## config.mk

```make
export PLATFORM = sky130hd
export DESIGN_NAME = id_operand_fetch_flat
export DESIGN_NICKNAME = d
export VERILOG_FILES = /design/src/rtl/id_operand_fetch_if.sv /design/src/rtl/id_operand_fetch.sv /design/src/flat_wrapper.sv
export SDC_FILE = /design/constraint.sdc
export NUM_CORES = 1
export LEC_CHECK = 0
export ABC_CLOCK_PERIOD_IN_PS = 3400
export CORE_MARGIN = 3
export CORE_UTILIZATION = 30
export CTS_CLUSTER_DIAMETER = 120
export DETAILED_ROUTE_END_ITERATION = 10
export PLACE_DENSITY = 0.64
export SYNTH_ARGS = -nofsm -noshare
export SYNTH_HDL_FRONTEND = slang
export SYNTH_SLANG_ARGS = --single-unit
```

## constraint.sdc

```tcl
create_clock -name clk -period 3.4 [get_ports clk]
set_input_delay 0.34 -clock clk [delete_from_list [all_inputs] [get_ports clk]]
set_output_delay 0.34 -clock clk [all_outputs]
set_load 0.01 [all_outputs]
```

## src/rtl/id_operand_fetch_if.sv

```systemverilog
// ID-to-ID/EX handshake bundle: instruction fields entering decode and the
// resolved operands leaving the ID/EX pipeline register.
interface id_operand_fetch_if #(
  parameter int XLEN = 32
) ();

  logic            in_valid;
  logic            in_ready;
  logic [XLEN-1:0] in_pc;
  logic [4:0]      in_rs1;
  logic [4:0]      in_rs2;
  logic            in_use1;
  logic            in_use2;
  logic [4:0]      in_rd;
  logic            in_rd_we;
  logic            in_is_load;
  logic [XLEN-1:0] in_imm;

  logic            out_valid;
  logic            out_ready;
  logic [XLEN-1:0] out_pc;
  logic [XLEN-1:0] out_op1;
  logic [XLEN-1:0] out_op2;
  logic [XLEN-1:0] out_imm;
  logic [4:0]      out_rd;
  logic            out_rd_we;
  logic            out_is_load;

  // master is the pipeline around the block; slave is the operand-fetch stage
  modport master (
    output in_valid, in_pc, in_rs1, in_rs2, in_use1, in_use2,
           in_rd, in_rd_we, in_is_load, in_imm, out_ready,
    input  in_ready, out_valid, out_pc, out_op1, out_op2, out_imm,
           out_rd, out_rd_we, out_is_load
  );

  modport slave (
    input  in_valid, in_pc, in_rs1, in_rs2, in_use1, in_use2,
           in_rd, in_rd_we, in_is_load, in_imm, out_ready,
    output in_ready, out_valid, out_pc, out_op1, out_op2, out_imm,
           out_rd, out_rd_we, out_is_load
  );

endinterface

```

## src/rtl/id_operand_fetch.sv

```systemverilog
// Decode-stage operand reader: register-file read, EX/MEM/WB bypass,
// load-use bubble insertion and the ID/EX pipeline register.
module id_operand_fetch #(
  parameter int XLEN  = 32,
  parameter int CNT_W = 16
) (
  input  logic             clk,
  input  logic             rst_n,
  id_operand_fetch_if.slave bus,
  output logic [4:0]       rf_rR1,
  output logic [4:0]       rf_rR2,
  input  logic [XLEN-1:0]  rf_rD1,
  input  logic [XLEN-1:0]  rf_rD2,
  input  logic             ex_we,
  input  logic             ex_is_load,
  input  logic [4:0]       ex_wR,
  input  logic [XLEN-1:0]  ex_value,
  input  logic             mem_we,
  input  logic [4:0]       mem_wR,
  input  logic [XLEN-1:0]  mem_value,
  input  logic             wb_we,
  input  logic [4:0]       wb_wR,
  input  logic [XLEN-1:0]  wb_value,
  input  logic             flush,
  output logic [CNT_W-1:0] stall_cnt
);

  logic            valid_q;
  logic [XLEN-1:0] pc_q;
  logic [XLEN-1:0] op1_q;
  logic [XLEN-1:0] op2_q;
  logic [XLEN-1:0] imm_q;
  logic [4:0]      rd_q;
  logic            rd_we_q;
  logic            is_load_q;

  logic [XLEN-1:0] op1;
  logic [XLEN-1:0] op2;
  logic            ex_fwd_ok;
  logic            load_use;
  logic            adv;

  assign rf_rR1 = bus.in_rs1;
  assign rf_rR2 = bus.in_rs2;

  // A load in EX has no data yet, so it never bypasses; it stalls instead.
  assign ex_fwd_ok = ex_we && !ex_is_load;

  always_comb begin
    op1 = rf_rD1;
    if (bus.in_rs1 != 5'd0) begin
      if (ex_fwd_ok && ex_wR == bus.in_rs1)
        op1 = ex_value;
      else if (mem_we && mem_wR == bus.in_rs1)
        op1 = mem_value;
      else if (wb_we && wb_wR == bus.in_rs1)
        op1 = wb_value;
    end
  end

  always_comb begin
    op2 = rf_rD2;
    if (bus.in_rs2 != 5'd0) begin
      if (ex_fwd_ok && ex_wR == bus.in_rs2)
        op2 = ex_value;
      else if (mem_we && mem_wR == bus.in_rs2)
        op2 = mem_value;
      else if (wb_we && wb_wR == bus.in_rs2)
        op2 = wb_value;
    end
  end

  assign load_use = bus.in_valid && ex_we && ex_is_load && (ex_wR != 5'd0) &&
                    ((bus.in_use1 && ex_wR == bus.in_rs1) ||
                     (bus.in_use2 && ex_wR == bus.in_rs2));

  assign adv          = !valid_q || bus.out_ready;
  assign bus.in_ready = adv && !load_use && !flush;

  // Data fields are cleared only by reset; a bubble or flush just drops valid.
  always_ff @(posedge clk or negedge rst_n) begin
    if (!rst_n) begin
      valid_q   <= 1'b0;
      pc_q      <= '0;
      op1_q     <= '0;
      op2_q     <= '0;
      imm_q     <= '0;
      rd_q      <= '0;
      rd_we_q   <= 1'b0;
      is_load_q <= 1'b0;
      stall_cnt <= '0;
    end else if (flush) begin
      valid_q <= 1'b0;
    end else if (adv) begin
      if (load_use) begin
        valid_q <= 1'b0;
        if (stall_cnt != {CNT_W{1'b1}})
          stall_cnt <= stall_cnt + CNT_W'(1);
      end else if (bus.in_valid) begin
        valid_q   <= 1'b1;
        pc_q      <= bus.in_pc;
        op1_q     <= op1;
        op2_q     <= op2;
        imm_q     <= bus.in_imm;
        rd_q      <= bus.in_rd;
        rd_we_q   <= bus.in_rd_we;
        is_load_q <= bus.in_is_load;
      end else begin
        valid_q <= 1'b0;
      end
    end
  end

  assign bus.out_valid   = valid_q;
  assign bus.out_pc      = pc_q;
  assign bus.out_op1     = op1_q;
  assign bus.out_op2     = op2_q;
  assign bus.out_imm     = imm_q;
  assign bus.out_rd      = rd_q;
  assign bus.out_rd_we   = rd_we_q;
  assign bus.out_is_load = is_load_q;

endmodule

```

## src/flat_wrapper.sv

```systemverilog
// flat-port wrapper written by rule: the top's interface ports become plain ports
module id_operand_fetch_flat 
#(
  parameter int XLEN  = 32,
  parameter int CNT_W = 16
)
  (clk, rst_n, rf_rR1, rf_rR2, rf_rD1, rf_rD2, ex_we, ex_is_load, ex_wR, ex_value, mem_we, mem_wR, mem_value, wb_we, wb_wR, wb_value, flush, stall_cnt, bus_in_valid, bus_in_pc, bus_in_rs1, bus_in_rs2, bus_in_use1, bus_in_use2, bus_in_rd, bus_in_rd_we, bus_in_is_load, bus_in_imm, bus_out_ready, bus_in_ready, bus_out_valid, bus_out_pc, bus_out_op1, bus_out_op2, bus_out_imm, bus_out_rd, bus_out_rd_we, bus_out_is_load);
  id_operand_fetch_if #(.XLEN(XLEN)) bus_i ();
  input  logic clk;
  input  logic rst_n;
  output logic [4:0] rf_rR1;
  output logic [4:0] rf_rR2;
  input  logic [XLEN-1:0] rf_rD1;
  input  logic [XLEN-1:0] rf_rD2;
  input  logic ex_we;
  input  logic ex_is_load;
  input  logic [4:0] ex_wR;
  input  logic [XLEN-1:0] ex_value;
  input  logic mem_we;
  input  logic [4:0] mem_wR;
  input  logic [XLEN-1:0] mem_value;
  input  logic wb_we;
  input  logic [4:0] wb_wR;
  input  logic [XLEN-1:0] wb_value;
  input  logic flush;
  output logic [CNT_W-1:0] stall_cnt;
  input wire logic [$bits(bus_i.in_valid)-1:0] bus_in_valid;
  input wire logic [$bits(bus_i.in_pc)-1:0] bus_in_pc;
  input wire logic [$bits(bus_i.in_rs1)-1:0] bus_in_rs1;
  input wire logic [$bits(bus_i.in_rs2)-1:0] bus_in_rs2;
  input wire logic [$bits(bus_i.in_use1)-1:0] bus_in_use1;
  input wire logic [$bits(bus_i.in_use2)-1:0] bus_in_use2;
  input wire logic [$bits(bus_i.in_rd)-1:0] bus_in_rd;
  input wire logic [$bits(bus_i.in_rd_we)-1:0] bus_in_rd_we;
  input wire logic [$bits(bus_i.in_is_load)-1:0] bus_in_is_load;
  input wire logic [$bits(bus_i.in_imm)-1:0] bus_in_imm;
  input wire logic [$bits(bus_i.out_ready)-1:0] bus_out_ready;
  output wire logic [$bits(bus_i.in_ready)-1:0] bus_in_ready;
  output wire logic [$bits(bus_i.out_valid)-1:0] bus_out_valid;
  output wire logic [$bits(bus_i.out_pc)-1:0] bus_out_pc;
  output wire logic [$bits(bus_i.out_op1)-1:0] bus_out_op1;
  output wire logic [$bits(bus_i.out_op2)-1:0] bus_out_op2;
  output wire logic [$bits(bus_i.out_imm)-1:0] bus_out_imm;
  output wire logic [$bits(bus_i.out_rd)-1:0] bus_out_rd;
  output wire logic [$bits(bus_i.out_rd_we)-1:0] bus_out_rd_we;
  output wire logic [$bits(bus_i.out_is_load)-1:0] bus_out_is_load;
  assign bus_i.in_valid = bus_in_valid;
  assign bus_i.in_pc = bus_in_pc;
  assign bus_i.in_rs1 = bus_in_rs1;
  assign bus_i.in_rs2 = bus_in_rs2;
  assign bus_i.in_use1 = bus_in_use1;
  assign bus_i.in_use2 = bus_in_use2;
  assign bus_i.in_rd = bus_in_rd;
  assign bus_i.in_rd_we = bus_in_rd_we;
  assign bus_i.in_is_load = bus_in_is_load;
  assign bus_i.in_imm = bus_in_imm;
  assign bus_i.out_ready = bus_out_ready;
  assign bus_in_ready = bus_i.in_ready;
  assign bus_out_valid = bus_i.out_valid;
  assign bus_out_pc = bus_i.out_pc;
  assign bus_out_op1 = bus_i.out_op1;
  assign bus_out_op2 = bus_i.out_op2;
  assign bus_out_imm = bus_i.out_imm;
  assign bus_out_rd = bus_i.out_rd;
  assign bus_out_rd_we = bus_i.out_rd_we;
  assign bus_out_is_load = bus_i.out_is_load;
  id_operand_fetch #(.XLEN(XLEN), .CNT_W(CNT_W)) u_core (.clk(clk), .rst_n(rst_n), .bus(bus_i), .rf_rR1(rf_rR1), .rf_rR2(rf_rR2), .rf_rD1(rf_rD1), .rf_rD2(rf_rD2), .ex_we(ex_we), .ex_is_load(ex_is_load), .ex_wR(ex_wR), .ex_value(ex_value), .mem_we(mem_we), .mem_wR(mem_wR), .mem_value(mem_value), .wb_we(wb_we), .wb_wR(wb_wR), .wb_value(wb_value), .flush(flush), .stall_cnt(stall_cnt));
endmodule
```

Word-level counts from Yosys, hierarchy flattened
Cells that the tools add are included.
- add/sub/neg operators: 1
- equal/unequal tests: 7
- mux-type cells: 12
- bitwise operators: 2
- reductions and logical operators: 27
- operators by type and width (kind ; number):
    2-to-1 mux 32 bit ; 8
    == test 5 bit ; 6
    adder 16 x 1 -> 16 bit (second input constant) ; 1
    != test 16 bit (second input constant) ; 1
    logical AND 1 bit ; 15
    nonzero test 5 bit ; 3
    AND reduction 4 bit ; 2
    zero test 1 bit ; 4
    2-to-1 mux 1 bit ; 4
    logical OR 1 bit ; 2
    NOT 1 bit ; 2
    nonzero test 2 bit ; 1
- register bits after elaboration: 152
- input bits: 267
- output and inout bits: 163
- logic and storage cells: 58

Longest topological paths before layout
- word-level depth: 7
- mapped depth: 8
- depth with buffers taken out: 7

Worst setup path after synthesis
Ideal clock, no wire load.
- kind: input to output
- start: in ex_wR[1]
- end: out bus_in_ready
- data arrival time: 1.841 ns
- required time: 3.060 ns
- slack: 1.219 ns
- stages: 6
- path buffers: 1
- cell sequence: or4_1 nor2_1 nor2_1 a22oi_1 buf_2 and2_1
- cells in the longest elaborated chain, start to end: 7
- elaborated cells between the ends (all ways): 11
- ends and longest elaborated chain (what ; RTL line ; text):
    start: declaration ; flat_wrapper.sv:17 ; input logic [4:0] ex_wR;
    == test 5 bit, on equally long branches ; id_operand_fetch.sv:74, id_operand_fetch.sv:75 ;
    logical AND 1 bit, on equally long branches ; id_operand_fetch.sv:74, id_operand_fetch.sv:75 ;
    logical OR 1 bit ; id_operand_fetch.sv:74 ; ((bus.in_use1 && ex_wR == bus.in_rs1) ||
    logical AND 1 bit (*) ; id_operand_fetch.sv:73 ; assign load_use = bus.in_valid && ex_we && ex_is_load && (ex_wR != 5'd0) &&
    zero test 1 bit (*) ; id_operand_fetch.sv:78 ; assign bus.in_ready = adv && !load_use && !flush;
    logical AND 1 bit (*) (2 in a row) ; id_operand_fetch.sv:78 ;
    end: declaration ; flat_wrapper.sv:38 ; output wire logic [$bits(bus_i.in_ready)-1:0] bus_in_ready;
Every way passes the cells marked *; elsewhere a longest branch is shown, timed or not.

Worst setup path in the final report
Same ends and word-level chain as after synthesis.

==> results.sh <==
export IMPL_grt_max_degree=82
export IMPL_dr_pass1_iters=7
export IMPL_crit_family="simple AND/OR/NAND/NOR gates"
export IMPL_cts_resized_gates=0
export IMPL_h_tree_depth=4
export IMPL_setup_viol=0
export IMPL_ir_worst_vdd_uv=313
export IMPL_postCtsSetupBuffers=0
export IMPL_grt_overflow=0
export IMPL_maxCapViolations=0
export IMPL_die_area_sq_mm=0.0317
export IMPL_gr_usage_met3_pct=7.51
export IMPL_routed_wl_um=39200
export IMPL_clock_latency_ns=0.43
export IMPL_yosysUniqueCellTypes=38
export IMPL_synth_seq_cells=152
export IMPL_p_sw_mw=1.79
export IMPL_placed_cells=1676
export IMPL_area_growth_pct=59.6
export IMPL_cp_cell_sequence="clkdlybuf4s50_1 -> or4_1 -> nor2_1 -> nor2_1 -> a22oi_1 -> and2_1 -> clkdlybuf4s50_1"
export IMPL_fill_cells=2681
export IMPL_p_per_area_mw_per_mm2=423
export IMPL_worst_setup_path_start_kind="input port"
export IMPL_route_detailed_drc=0
export IMPL_p_int_mw=4.22
export IMPL_synthesis_nets=1198
export IMPL_vias=9506
export IMPL_clockBufferDepth=2
export IMPL_clockPowerShare_pct=32.2
export IMPL_synthFlopType="dfrtp_1"
export IMPL_fin_area_sq_mm=0.0142
export IMPL_drive_gt1_share_pct=5.89
export IMPL_max_freq_mhz=317
export IMPL_grt_pass1_wl_um=57000
export IMPL_cp_end_kind="output pin"
export IMPL_yosysWarnings=0
export IMPL_postCtsHoldBufs=1
export IMPL_drt_iter0_markers=689
export IMPL_max_stage_delay_ns=0.55
export IMPL_clk_pin_slew_ns=0.07
export IMPL_critPathRequiredTime_ns=3.06
export IMPL_wl_per_cell_um=22.9
export IMPL_die_h_um=178
export IMPL_p_leak_nw=5.69
export IMPL_rows=62
export IMPL_fin_nets=1580
export IMPL_p_total_mw=6.00
export IMPL_grt_util_met1_pct=27.6
export IMPL_grt_use_met2_pct=40.8
export IMPL_reg2reg_from="u_core.stall_cnt[6]$_DFFE_PN0P_"
export IMPL_routabilityCongestion=0.845
export IMPL_start_util_pct=30.7
export IMPL_hold_path_class="in -> async"
export IMPL_netlist_instances=930
export IMPL_port_buffers=429
export IMPL_busiest_layer="met2"
export IMPL_syn_area_per_cell_sq_um=9.55
export IMPL_final_min_clock_period_ns=3.15
export IMPL_finalCritPeriodShare_pct=92.8
export IMPL_path_class="in -> out"
export IMPL_p_seq_share_pct=37.6
export IMPL_tns_ns=0
export IMPL_path_buf_inv=2
export IMPL_hold_viol=0
export IMPL_tightest_slew_ns=0.934
export IMPL_antenna_found_initial=10
export IMPL_cts_sinks=152
export IMPL_tritoncts="built"
export IMPL_relSlewSlack_pct=37.8
export IMPL_core_area_sq_mm=0.0289
export IMPL_track_usage_pct=23.7
export IMPL_root_buffer="clkbuf_16"
export IMPL_post_dp_cell_area_sq_mm=0.0136
export IMPL_r2r_slack_ns=1.34
export IMPL_grt_pass1_vias=9434
export IMPL_stdcell_count=1715
export IMPL_power_frac_comb_pct=30.2
export IMPL_rsz0062_at_grt="no"
export IMPL_ys_seq_area_share_pct=42.8
export IMPL_via_per_inst=5.54
export IMPL_cp_slowest_cell="or4_1"
export IMPL_slew_viol_final=0
export IMPL_ant_nets=0
export IMPL_switching_share_pct=29.8
export IMPL_synth_area_sq_mm=0.00888
export IMPL_die_w_um=178
export IMPL_cp_max_fo=3
export IMPL_rr_worst_depth=6
export IMPL_synth_edf_count=0
export IMPL_cts_buffers=17
export IMPL_async_flop_share_pct=100
export IMPL_pin_count=430
export IMPL_post_dp_hpwl_um=27700
export IMPL_arrival_ns=2.81
export IMPL_rr_endpoint="u_core.stall_cnt[1]$_DFFE_PN0P_"
export IMPL_status="finished, final reports clean"
export IMPL_fin_worst_skew_ns=0.0140
==> worst max path at each step <==
stage / slack, ns / to / cells past startpoint / from
6_report: 0.25 / bus_in_ready / 7 / ex_wR[1]
5_1_grt: 0.21 / bus_in_ready / 7 / ex_wR[2]
4_1_cts: 0.28 / bus_in_ready / 7 / ex_wR[1]
3_5_place_dp: 0.26 / u_core.bus.out_op2[30]$_DFFE_PN0P_ / 8 / bus_in_rs2[1]
3_3_place_gp: 0.30 / bus_in_ready / 7 / ex_wR[1]
2_1_floorplan: 1.22 / bus_in_ready / 6 / ex_wR[1]
==> power by group through the flow <==
stage	combinational (mW)	clock [mW]	sequential, mW
after floorplan	0.520	0	2.41
after global placement	1.81	0	2.28
after detailed placement	1.83	0	2.29
after CTS	1.84	1.99	2.26
after global routing	1.94	2.06	2.29
final	1.81	1.93	2.26
==> routing by layer <==
metal | routed length [um] | up-vias
met5 | 36 | -
met4 | 995 | 6
met3 | 4280 | 80
met2 | 19100 | 629
met1 | 14800 | 4565
li1 | - | 4226
==> cell usage in the layout, fill, tap and decap left out, drive strengths merged, types with 3 or more instances in the layout <==
cell	n
nor3b	3
xnor2	22
nor2	204
nand3	9
clkdlybuf4s50	428
dfrtp	152
inv	8
clkbuf	17
mux2	72
diode	7
a31oi	64
nor3	11
buf	34
nor4	3
o31ai	64
nand4	6
nand2	10
and2	37
xor2	23
a221oi	64
a22o	64
clkinv	5
or4	3
==> flip-flops by register name (all words and copies together), names as in the netlist <==
| register | flops |
|---|---|
| u_core.bus.out_op1 | 32 |
| u_core.bus.out_rd_we | 1 |
| u_core.stall_cnt | 16 |
| u_core.bus.out_pc | 32 |
| u_core.bus.out_valid | 1 |
| u_core.bus.out_imm | 32 |
| u_core.bus.out_rd | 5 |
| u_core.bus.out_op2 | 32 |
| u_core.bus.out_is_load | 1 |
==> cell families after synthesis <==
group	Yosys count	synth area share (%)
fa+ha+maj	1	0.141
compound gates	261	23.0
buf+inv	102	5.55
xor+xnor	45	4.44
mux	72	9.13
flops	152	42.8
simple gates	297	14.9
==> cell usage after synthesis, types with 6 or more instances <==
| cell type | count | area [sq um] |
|---|---|---|
| a221oi_1 | 64 | 561 |
| a22o_1 | 64 | 561 |
| a31oi_1 | 64 | 400 |
| and2_1 | 35 | 219 |
| buf_2 | 7 | 35.0 |
| buf_4 | 11 | 82.6 |
| buf_6 | 8 | 90.1 |
| clkbuf_1 | 72 | 270 |
| dfrtp_1 | 152 | 3800 |
| mux2_1 | 71 | 800 |
| nand2_1 | 10 | 37.5 |
| nand3_1 | 9 | 45.0 |
| nand4_1 | 6 | 37.5 |
| nor2_1 | 204 | 766 |
| nor3_1 | 9 | 45.0 |
| o31ai_1 | 64 | 480 |
| xnor2_1 | 22 | 193 |
| xor2_1 | 23 | 201 |
==> cell type report <==
cell class	count	area, sq um	share of cell area (%)
Timing Repair Buffer	463	4640	32.7
Inverter	2	7.51	0.0529
Sequential cell	152	3800	26.8
Clock inverter	14	161	1.14
Clock buffer	17	425	3.00
Tap cell	384	480	3.39
Multi-Input combinational cell	676	4650	32.8
Antenna cell	7	17.5	0.124
==> per-stage QoR <==
stage | setup WS, ns | util (%) | hold slack [ns]
finish | 0.245 | 49.0 | 0.490
global route | 0.206 | 49.0 | 0.483
global placement | 0.300 | 46.9 | 0.399
detailed placement | 0.257 | 46.9 | 0.390
floorplan | 1.22 | - | 0.0444
CTS | 0.280 | 49.0 | 0.489
==> worst register-to-register path: cells and delay by family (launching register included) <==
kind,cells,cell delay [ns]
compound gates,1,0.44
flops,1,0.45
mux,1,0.29
simple gates,4,0.76
Note: power is estimated with default switching activity, not from simulation.
